$ cat config.mk
export PLATFORM = sky130hd
export DESIGN_NAME = regfile_arbiter_flat
export DESIGN_NICKNAME = d
export VERILOG_FILES = /design/src/rtl/regfile_arbiter_if.sv /design/src/rtl/regfile_arbiter.sv /design/src/flat_wrapper.sv
export SDC_FILE = /design/constraint.sdc
export NUM_CORES = 1
export LEC_CHECK = 0
export BUFFER_PORTS_ARGS = -buffer_cell sky130_fd_sc_hd__buf_2
export CORE_MARGIN = 2
export CORE_UTILIZATION = 44
export CTS_BUF_LIST = sky130_fd_sc_hd__clkbuf_2 sky130_fd_sc_hd__clkbuf_4 sky130_fd_sc_hd__clkbuf_8
export CTS_CLUSTER_DIAMETER = 150
export DETAILED_ROUTE_END_ITERATION = 10
export HOLD_SLACK_MARGIN = 0.08
export PLACE_DENSITY_LB_ADDON = 0.1
export SLEW_MARGIN = 20
export SYNTH_ARGS = -nofsm -noshare
export SYNTH_HDL_FRONTEND = slang
export SYNTH_SLANG_ARGS = --single-unit
$ cat constraint.sdc
create_clock -name i_clk -period 1.34 [get_ports i_clk]
set_input_delay 0.067 -clock i_clk [delete_from_list [all_inputs] [get_ports i_clk]]
set_output_delay 0.067 -clock i_clk [all_outputs]
set_load 0.02 [all_outputs]
$ cat src/rtl/regfile_arbiter_if.sv
// Request/response and register-file port bundle for regfile_arbiter.
// slave = arbiter side, master = requester side, regfile = register file side.
interface regfile_arbiter_if;
  logic       i_aReq;
  logic       i_bReq;
  logic       i_aWe;
  logic       i_bWe;
  logic [3:0] i_aSel;
  logic [3:0] i_bSel;
  logic [7:0] i_aData;
  logic [7:0] i_bData;
  logic       o_aAck;
  logic       o_bAck;
  logic       o_aErr;
  logic       o_bErr;
  logic [7:0] o_aData;
  logic [7:0] o_bData;
  logic       o_rfLd;
  logic [3:0] o_rfSel;
  logic [7:0] o_rfData;
  logic [7:0] i_rfData;
  logic       o_busy;

  modport slave (
    input  i_aReq, i_bReq, i_aWe, i_bWe, i_aSel, i_bSel, i_aData, i_bData, i_rfData,
    output o_aAck, o_bAck, o_aErr, o_bErr, o_aData, o_bData,
           o_rfLd, o_rfSel, o_rfData, o_busy
  );

  modport master (
    output i_aReq, i_bReq, i_aWe, i_bWe, i_aSel, i_bSel, i_aData, i_bData,
    input  o_aAck, o_bAck, o_aErr, o_bErr, o_aData, o_bData, o_busy
  );

  modport regfile (
    input  o_rfLd, o_rfSel, o_rfData,
    output i_rfData
  );
endinterface

$ cat src/rtl/regfile_arbiter.sv
// Round-robin arbiter/sequencer sharing one register-file select/load port
// between requester A and requester B; all outputs registered.
module regfile_arbiter #(
  parameter int unsigned WRITABLE_REGS = 4,
  parameter bit          RST_PRIO      = 1'b0
) (
  input  logic           i_clk,
  input  logic           i_rst,
  regfile_arbiter_if.slave bus
);

  typedef enum logic [1:0] {IDLE, ISSUE, CAPTURE, DONE} state_t;

  localparam logic [4:0] WR_LIMIT = 5'(WRITABLE_REGS);

  state_t     state_q, state_d;
  logic       prio_q, prio_d;
  logic       port_q, port_d;
  logic       we_q, we_d;
  logic       rfLd_q, rfLd_d;
  logic [3:0] rfSel_q, rfSel_d;
  logic [7:0] rfData_q, rfData_d;
  logic       aAck_q, aAck_d, bAck_q, bAck_d;
  logic       aErr_q, aErr_d, bErr_q, bErr_d;
  logic [7:0] aData_q, aData_d, bData_q, bData_d;
  logic       busy_q, busy_d;

  logic       grant;
  logic       req_we;
  logic [3:0] req_sel;
  logic [7:0] req_data;
  logic       prot_err;

  function automatic logic writable(input logic [3:0] sel);
    return {1'b0, sel} < WR_LIMIT;
  endfunction

  // grant = 1 selects B: B alone, or both requesting with priority on B
  assign grant    = bus.i_bReq & (~bus.i_aReq | prio_q);
  assign req_we   = grant ? bus.i_bWe   : bus.i_aWe;
  assign req_sel  = grant ? bus.i_bSel  : bus.i_aSel;
  assign req_data = grant ? bus.i_bData : bus.i_aData;
  // rfSel_q holds the latched address for the whole transaction
  assign prot_err = we_q & ~writable(rfSel_q);

  always_comb begin
    state_d  = state_q;
    prio_d   = prio_q;
    port_d   = port_q;
    we_d     = we_q;
    rfLd_d   = 1'b0;
    rfSel_d  = rfSel_q;
    rfData_d = rfData_q;
    aAck_d   = 1'b0;
    bAck_d   = 1'b0;
    aErr_d   = 1'b0;
    bErr_d   = 1'b0;
    aData_d  = aData_q;
    bData_d  = bData_q;
    case (state_q)
      IDLE: begin
        if (bus.i_aReq | bus.i_bReq) begin
          port_d   = grant;
          prio_d   = ~grant;
          we_d     = req_we;
          rfSel_d  = req_sel;
          rfData_d = req_data;
          rfLd_d   = req_we & writable(req_sel);
          state_d  = ISSUE;
        end
      end
      ISSUE:   state_d = CAPTURE;
      CAPTURE: begin
        if (port_q) begin
          bAck_d = 1'b1;
          bErr_d = prot_err;
          if (!we_q) bData_d = bus.i_rfData;
        end else begin
          aAck_d = 1'b1;
          aErr_d = prot_err;
          if (!we_q) aData_d = bus.i_rfData;
        end
        state_d = DONE;
      end
      DONE:    state_d = IDLE;
      default: state_d = IDLE;
    endcase
    busy_d = (state_d != IDLE);
  end

  always_ff @(posedge i_clk or posedge i_rst) begin
    if (i_rst) begin
      state_q  <= IDLE;
      prio_q   <= RST_PRIO;
      port_q   <= 1'b0;
      we_q     <= 1'b0;
      rfLd_q   <= 1'b0;
      rfSel_q  <= '0;
      rfData_q <= '0;
      aAck_q   <= 1'b0;
      bAck_q   <= 1'b0;
      aErr_q   <= 1'b0;
      bErr_q   <= 1'b0;
      aData_q  <= '0;
      bData_q  <= '0;
      busy_q   <= 1'b0;
    end else begin
      state_q  <= state_d;
      prio_q   <= prio_d;
      port_q   <= port_d;
      we_q     <= we_d;
      rfLd_q   <= rfLd_d;
      rfSel_q  <= rfSel_d;
      rfData_q <= rfData_d;
      aAck_q   <= aAck_d;
      bAck_q   <= bAck_d;
      aErr_q   <= aErr_d;
      bErr_q   <= bErr_d;
      aData_q  <= aData_d;
      bData_q  <= bData_d;
      busy_q   <= busy_d;
    end
  end

  assign bus.o_rfLd   = rfLd_q;
  assign bus.o_rfSel  = rfSel_q;
  assign bus.o_rfData = rfData_q;
  assign bus.o_aAck   = aAck_q;
  assign bus.o_bAck   = bAck_q;
  assign bus.o_aErr   = aErr_q;
  assign bus.o_bErr   = bErr_q;
  assign bus.o_aData  = aData_q;
  assign bus.o_bData  = bData_q;
  assign bus.o_busy   = busy_q;

endmodule

$ cat src/flat_wrapper.sv
// flat-port wrapper written by rule: the top's interface ports become plain ports
module regfile_arbiter_flat 
#(
  parameter int unsigned WRITABLE_REGS = 4,
  parameter bit          RST_PRIO      = 1'b0
)
  (i_clk, i_rst, bus_i_aReq, bus_i_bReq, bus_i_aWe, bus_i_bWe, bus_i_aSel, bus_i_bSel, bus_i_aData, bus_i_bData, bus_i_rfData, bus_o_aAck, bus_o_bAck, bus_o_aErr, bus_o_bErr, bus_o_aData, bus_o_bData, bus_o_rfLd, bus_o_rfSel, bus_o_rfData, bus_o_busy);
  regfile_arbiter_if bus_i ();
  input  logic i_clk;
  input  logic i_rst;
  input wire logic [$bits(bus_i.i_aReq)-1:0] bus_i_aReq;
  input wire logic [$bits(bus_i.i_bReq)-1:0] bus_i_bReq;
  input wire logic [$bits(bus_i.i_aWe)-1:0] bus_i_aWe;
  input wire logic [$bits(bus_i.i_bWe)-1:0] bus_i_bWe;
  input wire logic [$bits(bus_i.i_aSel)-1:0] bus_i_aSel;
  input wire logic [$bits(bus_i.i_bSel)-1:0] bus_i_bSel;
  input wire logic [$bits(bus_i.i_aData)-1:0] bus_i_aData;
  input wire logic [$bits(bus_i.i_bData)-1:0] bus_i_bData;
  input wire logic [$bits(bus_i.i_rfData)-1:0] bus_i_rfData;
  output wire logic [$bits(bus_i.o_aAck)-1:0] bus_o_aAck;
  output wire logic [$bits(bus_i.o_bAck)-1:0] bus_o_bAck;
  output wire logic [$bits(bus_i.o_aErr)-1:0] bus_o_aErr;
  output wire logic [$bits(bus_i.o_bErr)-1:0] bus_o_bErr;
  output wire logic [$bits(bus_i.o_aData)-1:0] bus_o_aData;
  output wire logic [$bits(bus_i.o_bData)-1:0] bus_o_bData;
  output wire logic [$bits(bus_i.o_rfLd)-1:0] bus_o_rfLd;
  output wire logic [$bits(bus_i.o_rfSel)-1:0] bus_o_rfSel;
  output wire logic [$bits(bus_i.o_rfData)-1:0] bus_o_rfData;
  output wire logic [$bits(bus_i.o_busy)-1:0] bus_o_busy;
  assign bus_i.i_aReq = bus_i_aReq;
  assign bus_i.i_bReq = bus_i_bReq;
  assign bus_i.i_aWe = bus_i_aWe;
  assign bus_i.i_bWe = bus_i_bWe;
  assign bus_i.i_aSel = bus_i_aSel;
  assign bus_i.i_bSel = bus_i_bSel;
  assign bus_i.i_aData = bus_i_aData;
  assign bus_i.i_bData = bus_i_bData;
  assign bus_i.i_rfData = bus_i_rfData;
  assign bus_o_aAck = bus_i.o_aAck;
  assign bus_o_bAck = bus_i.o_bAck;
  assign bus_o_aErr = bus_i.o_aErr;
  assign bus_o_bErr = bus_i.o_bErr;
  assign bus_o_aData = bus_i.o_aData;
  assign bus_o_bData = bus_i.o_bData;
  assign bus_o_rfLd = bus_i.o_rfLd;
  assign bus_o_rfSel = bus_i.o_rfSel;
  assign bus_o_rfData = bus_i.o_rfData;
  assign bus_o_busy = bus_i.o_busy;
  regfile_arbiter #(.WRITABLE_REGS(WRITABLE_REGS), .RST_PRIO(RST_PRIO)) u_core (.i_clk(i_clk), .i_rst(i_rst), .bus(bus_i));
endmodule
# After elaboration in Yosys (flattened, before gate mapping)
# Index checks and enable logic that the tools add are counted.
[totals]
regBits = 39
input_bits = 38
out_inout_bits = 34
word_cells = 49
[op_classes]
magnitude_cmp = 2
n_eq_ne = 3
n_mux = 15
bitwise_logic = 10
reduce_logical = 5
[ops]
columns = ["cell", "n"]
rows = [
  ["$mux W1", 11],
  ["$lt A4 B3 Y1 const B", 2],
  ["$mux W8", 1],
  ["$pmux W2 S4", 1],
  ["$reduce_and A3 Y1", 2],
  ["$not A1 Y1", 5],
  ["$eq A2 B2 Y1 const B", 2],
  ["$mux W4", 1],
  ["$and A1 B1 Y1", 3],
  ["$eq A2 B1 Y1 const B", 1],
  ["$logic_not A2 Y1", 1],
  ["$mux W2", 1],
  ["$or A1 B1 Y1", 2],
  ["$reduce_and A2 Y1", 1],
  ["$reduce_bool A2 Y1", 1],
]

# Depth between registers and ports, before layout
[logic_depth]
word_depth = 8
depth_mapped = 7
ltp_nobuf = 6

# Least setup slack after synthesis
# OpenSTA, ideal clock, no wires.
[synth_timing]
kind = "register to register"
startpoint = "register u_core.state_q[0]"
endpoint = "register u_core.aData_q[1] (netlist: u_core.bus.o_aData[1])"
setup_ns = 0.125
arrival_time_ns = 1.339
required_time_ns = 1.215
slack_ns = -0.124
path_stages_with_launch = 6
path_buffers = 0
synth_period_minus_slack_ns = 1.464
path_cell_list = "dfrtp_1 -> inv_1 -> ha_1 -> nand2b_1 -> nor2_2 -> mux2_2"
[synth_between]
elab_chain_cells = 2
[synth_rtl]
columns = ["item", "line_no", "source"]
rows = [
  ["start: declaration", "regfile_arbiter.sv:16", "state_t state_q, state_d;"],
  ["start signal: assignment", "regfile_arbiter.sv:108", "state_q <= state_d;"],
  ["$eq A2 B2 Y1", "regfile_arbiter.sv:60", "case (state_q)"],
  ["$reduce_and A3 Y1 (no line)", "--", ""],
  ["end signal: assignment", "regfile_arbiter.sv:119", "aData_q <= aData_d;"],
  ["end: declaration", "regfile_arbiter.sv:25", "logic [7:0] aData_q, aData_d, bData_q, bData_d;"],
]
# Every way passes these cells.
# A chain may end at the register's enable or synchronous reset.

# Final worst setup path
[layout_timing]
startpoint = "register u_core.state_q[0]"
endpoint = "register u_core.aData_q[7] (netlist: u_core.bus.o_aData[7])"
# The elaborated chain is that of the path after synthesis.

==> impl_metrics.ini <==
[yosys]
yosysUniqueCellTypes = 29
synth-edff-count = 0
synthFlopType = dfrtp_1
synth_seq_cells = 39
synth_area_um2 = 1630
synth_cells = 122
seq_area_frac_synth = 0.600
ys.warnings.count = 0
synthArstFlopShare = 1.00
syn_area_per_cell_um2 = 13.3
syn_nets = 163

[finish]
nets = 277
design_area_um2 = 2710
diodes = 0
syn_to_final_growth_pct = 66.5
drive_above_1_share = 0.629
utilization = 0.751

[global_routing]
grt_pass1_vias = 1443
grtUsageMet1 = 0.234
grt.overflow.total = 0
use_met2 = 0.353
grt_max_degree = 40
grt-busiest-layer = met2
grt_usage = 0.207
use_met3 = 0.0608
antenna_found_initial = 0
grt_pass1_wl_mm = 6.54

[drt]
vias = 1435
vias_per_cell = 5.04
drc = 0
antenna_left = 0
wl_per_cell_um = 14.7
drtPass1Iterations = 4
drt_iter0_markers = 69
routed_wl_mm = 4.20

[timing]
fmax_mhz = 720
fin_crit_sh = 1.04
worst_pin_slew_ps = 488
skew_ps = 3.33
rsz0062_at_grt = yes
finalHoldViolCount = 0
slew_headroom = 0.675
drv_slew = 0
fin_crit_ps = 1390
fin_ws_ps = -48.1
setup_violations = 15

[clocking]
cts_inserted_buffers = 5
clock-root-buffer = clkbuf_8
cts.clk_slew.worst_paths_ps = 70
clkLatencyLatePin_ps = 280
cts_num_sinks = 39
cts_tree = built
h-tree-depth = 2
cts_buffer_depth = 2

[floorplanning]
initial_core_util = 0.451
die_w_um = 64.8
io_pins = 72
die_height_um = 64.8
core_area_um2 = 3610
die_area_um2 = 4200
fp-row-count = 22

[hold_path]
whs_path_depth = 4
hold_path_class = in -> reg
hold_start = bus_i_bSel[3]
worstHoldEndpoint = u_core.bus.o_rfLd$_DFF_PP0_

[place]
portBuffers = 71
dp_hpwl_mm = 2.53
dpl-instance-area_um2 = 2120
routabilityCongestion = 0.706

[critical_path]
reg2reg_depth = 6
r2r-start = u_core.state_q[0]$_DFF_PP0_
rr_endpoint = u_core.bus.o_aData[7]$_DFFE_PP0P_
critPathSlowestCell = dfrtp_1
cp_data_required_time_ps = 1510
rrSetupSlack_ps = -50
crit_chain = inv_2 -> ha_4 -> nand2b_4 -> nor2_4 -> buf_12 -> mux2_4
crit_fanout = 8
worstPathArrival_ps = 1560
end_kind = register
max_stage_delay_ps = 380
crit_path_start_kind = register
critPathKind = reg -> reg

[pwr]
power_leakage_nw = 1.34
total_power_mw = 6.42
peakVddDrop_v = 0.00117
power_density_nw_per_um2 = 2370

[status]
violations = negative setup slack
outcome = finished, violations left

[flow_run]
maxCapViolCount = 0
[where the power goes]
group / switching [mW] / internal, mW
Sequential: 0.307 / 1.73
Combinational: 1.65 / 1.73
Clock: 0.393 / 0.602
Total: 2.35 / 4.07
[per-stage QoR]
stage | setup slack, ps | TNS (ps) | hold WS (ps) | std cells
after global placement | -90.9 | -1050 | 199 | 242
after detailed placement | -126 | -1910 | 208 | 242
final | -48.1 | -442 | 105 | 285
after global routing | -103 | -1680 | 110 | 285
after floorplan | -18.2 | -164 | 202 | 122
after CTS | -44.8 | -362 | 83.8 | 282
[cells in the final DEF (no fill, tap or decap), types with 2 or more instances in the layout]
cell	netlist	layout
inv_2	0	3
a21boi_0	3	3
mux2_4	0	9
mux2_2	15	7
a31o_2	2	2
buf_6	2	6
clkbuf_8	0	6
a221o_1	9	9
dfrtp_1	39	39
o22a_1	2	2
o21ai_0	2	2
inv_1	6	3
nor2_4	0	2
dlygate4sd3_1	0	21
buf_4	0	13
buf_2	3	71
and3_4	1	11
ha_4	0	3
nand2b_4	0	3
nor2_1	6	5
[cell type report]
class	instances	area (µm²)
Clock buffer	6	82.6
Clock inverter	2	35.0
Fill cell	238	897
Inverter	6	22.5
Multi-Input combinational cell	72	782
Sequential cell	39	976
Tap cell	48	60.1
Timing Repair Buffer	112	751
[critical path, delay by kind of cell (launching register included)]
kind                     cells  cell delay (ps)
multiplexers                 1              300
AND/OR/NAND/NOR              2              160
adder cells (fa/ha/maj)      1              170
flip-flops                   1              380
buffers and inverters        2              260
[state kept, by name, indices dropped and copies added, names as in the netlist]
name                 cells
u_core.bus.o_aData       8
u_core.bus.o_bData       8
u_core.bus.o_rfData      8
u_core.bus.o_rfSel       4
u_core.state_q           2
u_core.bus.o_aAck        1
u_core.bus.o_aErr        1
u_core.bus.o_bAck        1
u_core.bus.o_bErr        1
u_core.bus.o_busy        1
u_core.bus.o_rfLd        1
u_core.port_q            1
u_core.prio_q            1
u_core.we_q              1
[cells in the mapped netlist, drive strengths merged, types with 2 or more instances]
master | number | area, µm²
ha | 3 | 37.5
a21boi | 3 | 22.5
clkbuf | 2 | 7.51
nor2 | 7 | 28.8
inv | 6 | 22.5
and3 | 11 | 73.8
nand2 | 2 | 7.51
mux2 | 16 | 180
a31o | 2 | 17.5
o21ai | 3 | 15.0
buf | 5 | 37.5
dfrtp | 39 | 976
a221o | 10 | 101
o22a | 2 | 17.5
nand2b | 3 | 18.8
[cells by family (layout without fill, tap and decap cells)]
kind of cell / after synthesis / after routing / share of synthesized area
AOI/OAI and AO/OA: 26 / 27 / 0.138
adders and majority gates: 3 / 3 / 0.0231
buffers and inverters: 13 / 126 / 0.0415
DFF: 39 / 39 / 0.600
muxes: 16 / 16 / 0.111
and+or+nand+nor: 25 / 26 / 0.0862
[how the worst max path moves through the flow]
stage / startpoint / end / slack, ps / cells after the start
global route: u_core.state_q[0]$_DFF_PP0_ / u_core.bus.o_aData[7]$_DFFE_PP0P_ / -100 / 6
finish: u_core.state_q[0]$_DFF_PP0_ / u_core.bus.o_aData[7]$_DFFE_PP0P_ / -50 / 6
global placement: u_core.state_q[0]$_DFF_PP0_ / u_core.bus.o_aData[1]$_DFFE_PP0P_ / -90 / 5
floorplan: u_core.prio_q$_DFFE_PP0P_ / u_core.bus.o_rfData[0]$_DFFE_PP0P_ / -20 / 5
detailed placement: u_core.state_q[0]$_DFF_PP0_ / u_core.bus.o_aData[6]$_DFFE_PP0P_ / -130 / 5
CTS: u_core.state_q[0]$_DFF_PP0_ / u_core.bus.o_aData[7]$_DFFE_PP0P_ / -40 / 6
[timing repair]
action                                  in CTS  in global routing
endpoints found under the hold margin       66                  0
gates cloned                                 1                  2
gates resized for setup                     16                 21
setup buffers                               11                  1
pin swaps                                    4                 21
hold buffers                                21                  0
endpoints found under the setup margin      30                 32
[layer usage]
| layer | vias up | share of wire |
|---|---|---|
| met2 | 57 | 0.52 |
| met5 | - | 0 |
| met1 | 695 | 0.41 |
| li1 | 675 | - |
| met3 | 8 | 0.061 |
| met4 | 0 | 0.019 |
Note: power is estimated with default switching activity, not from simulation.
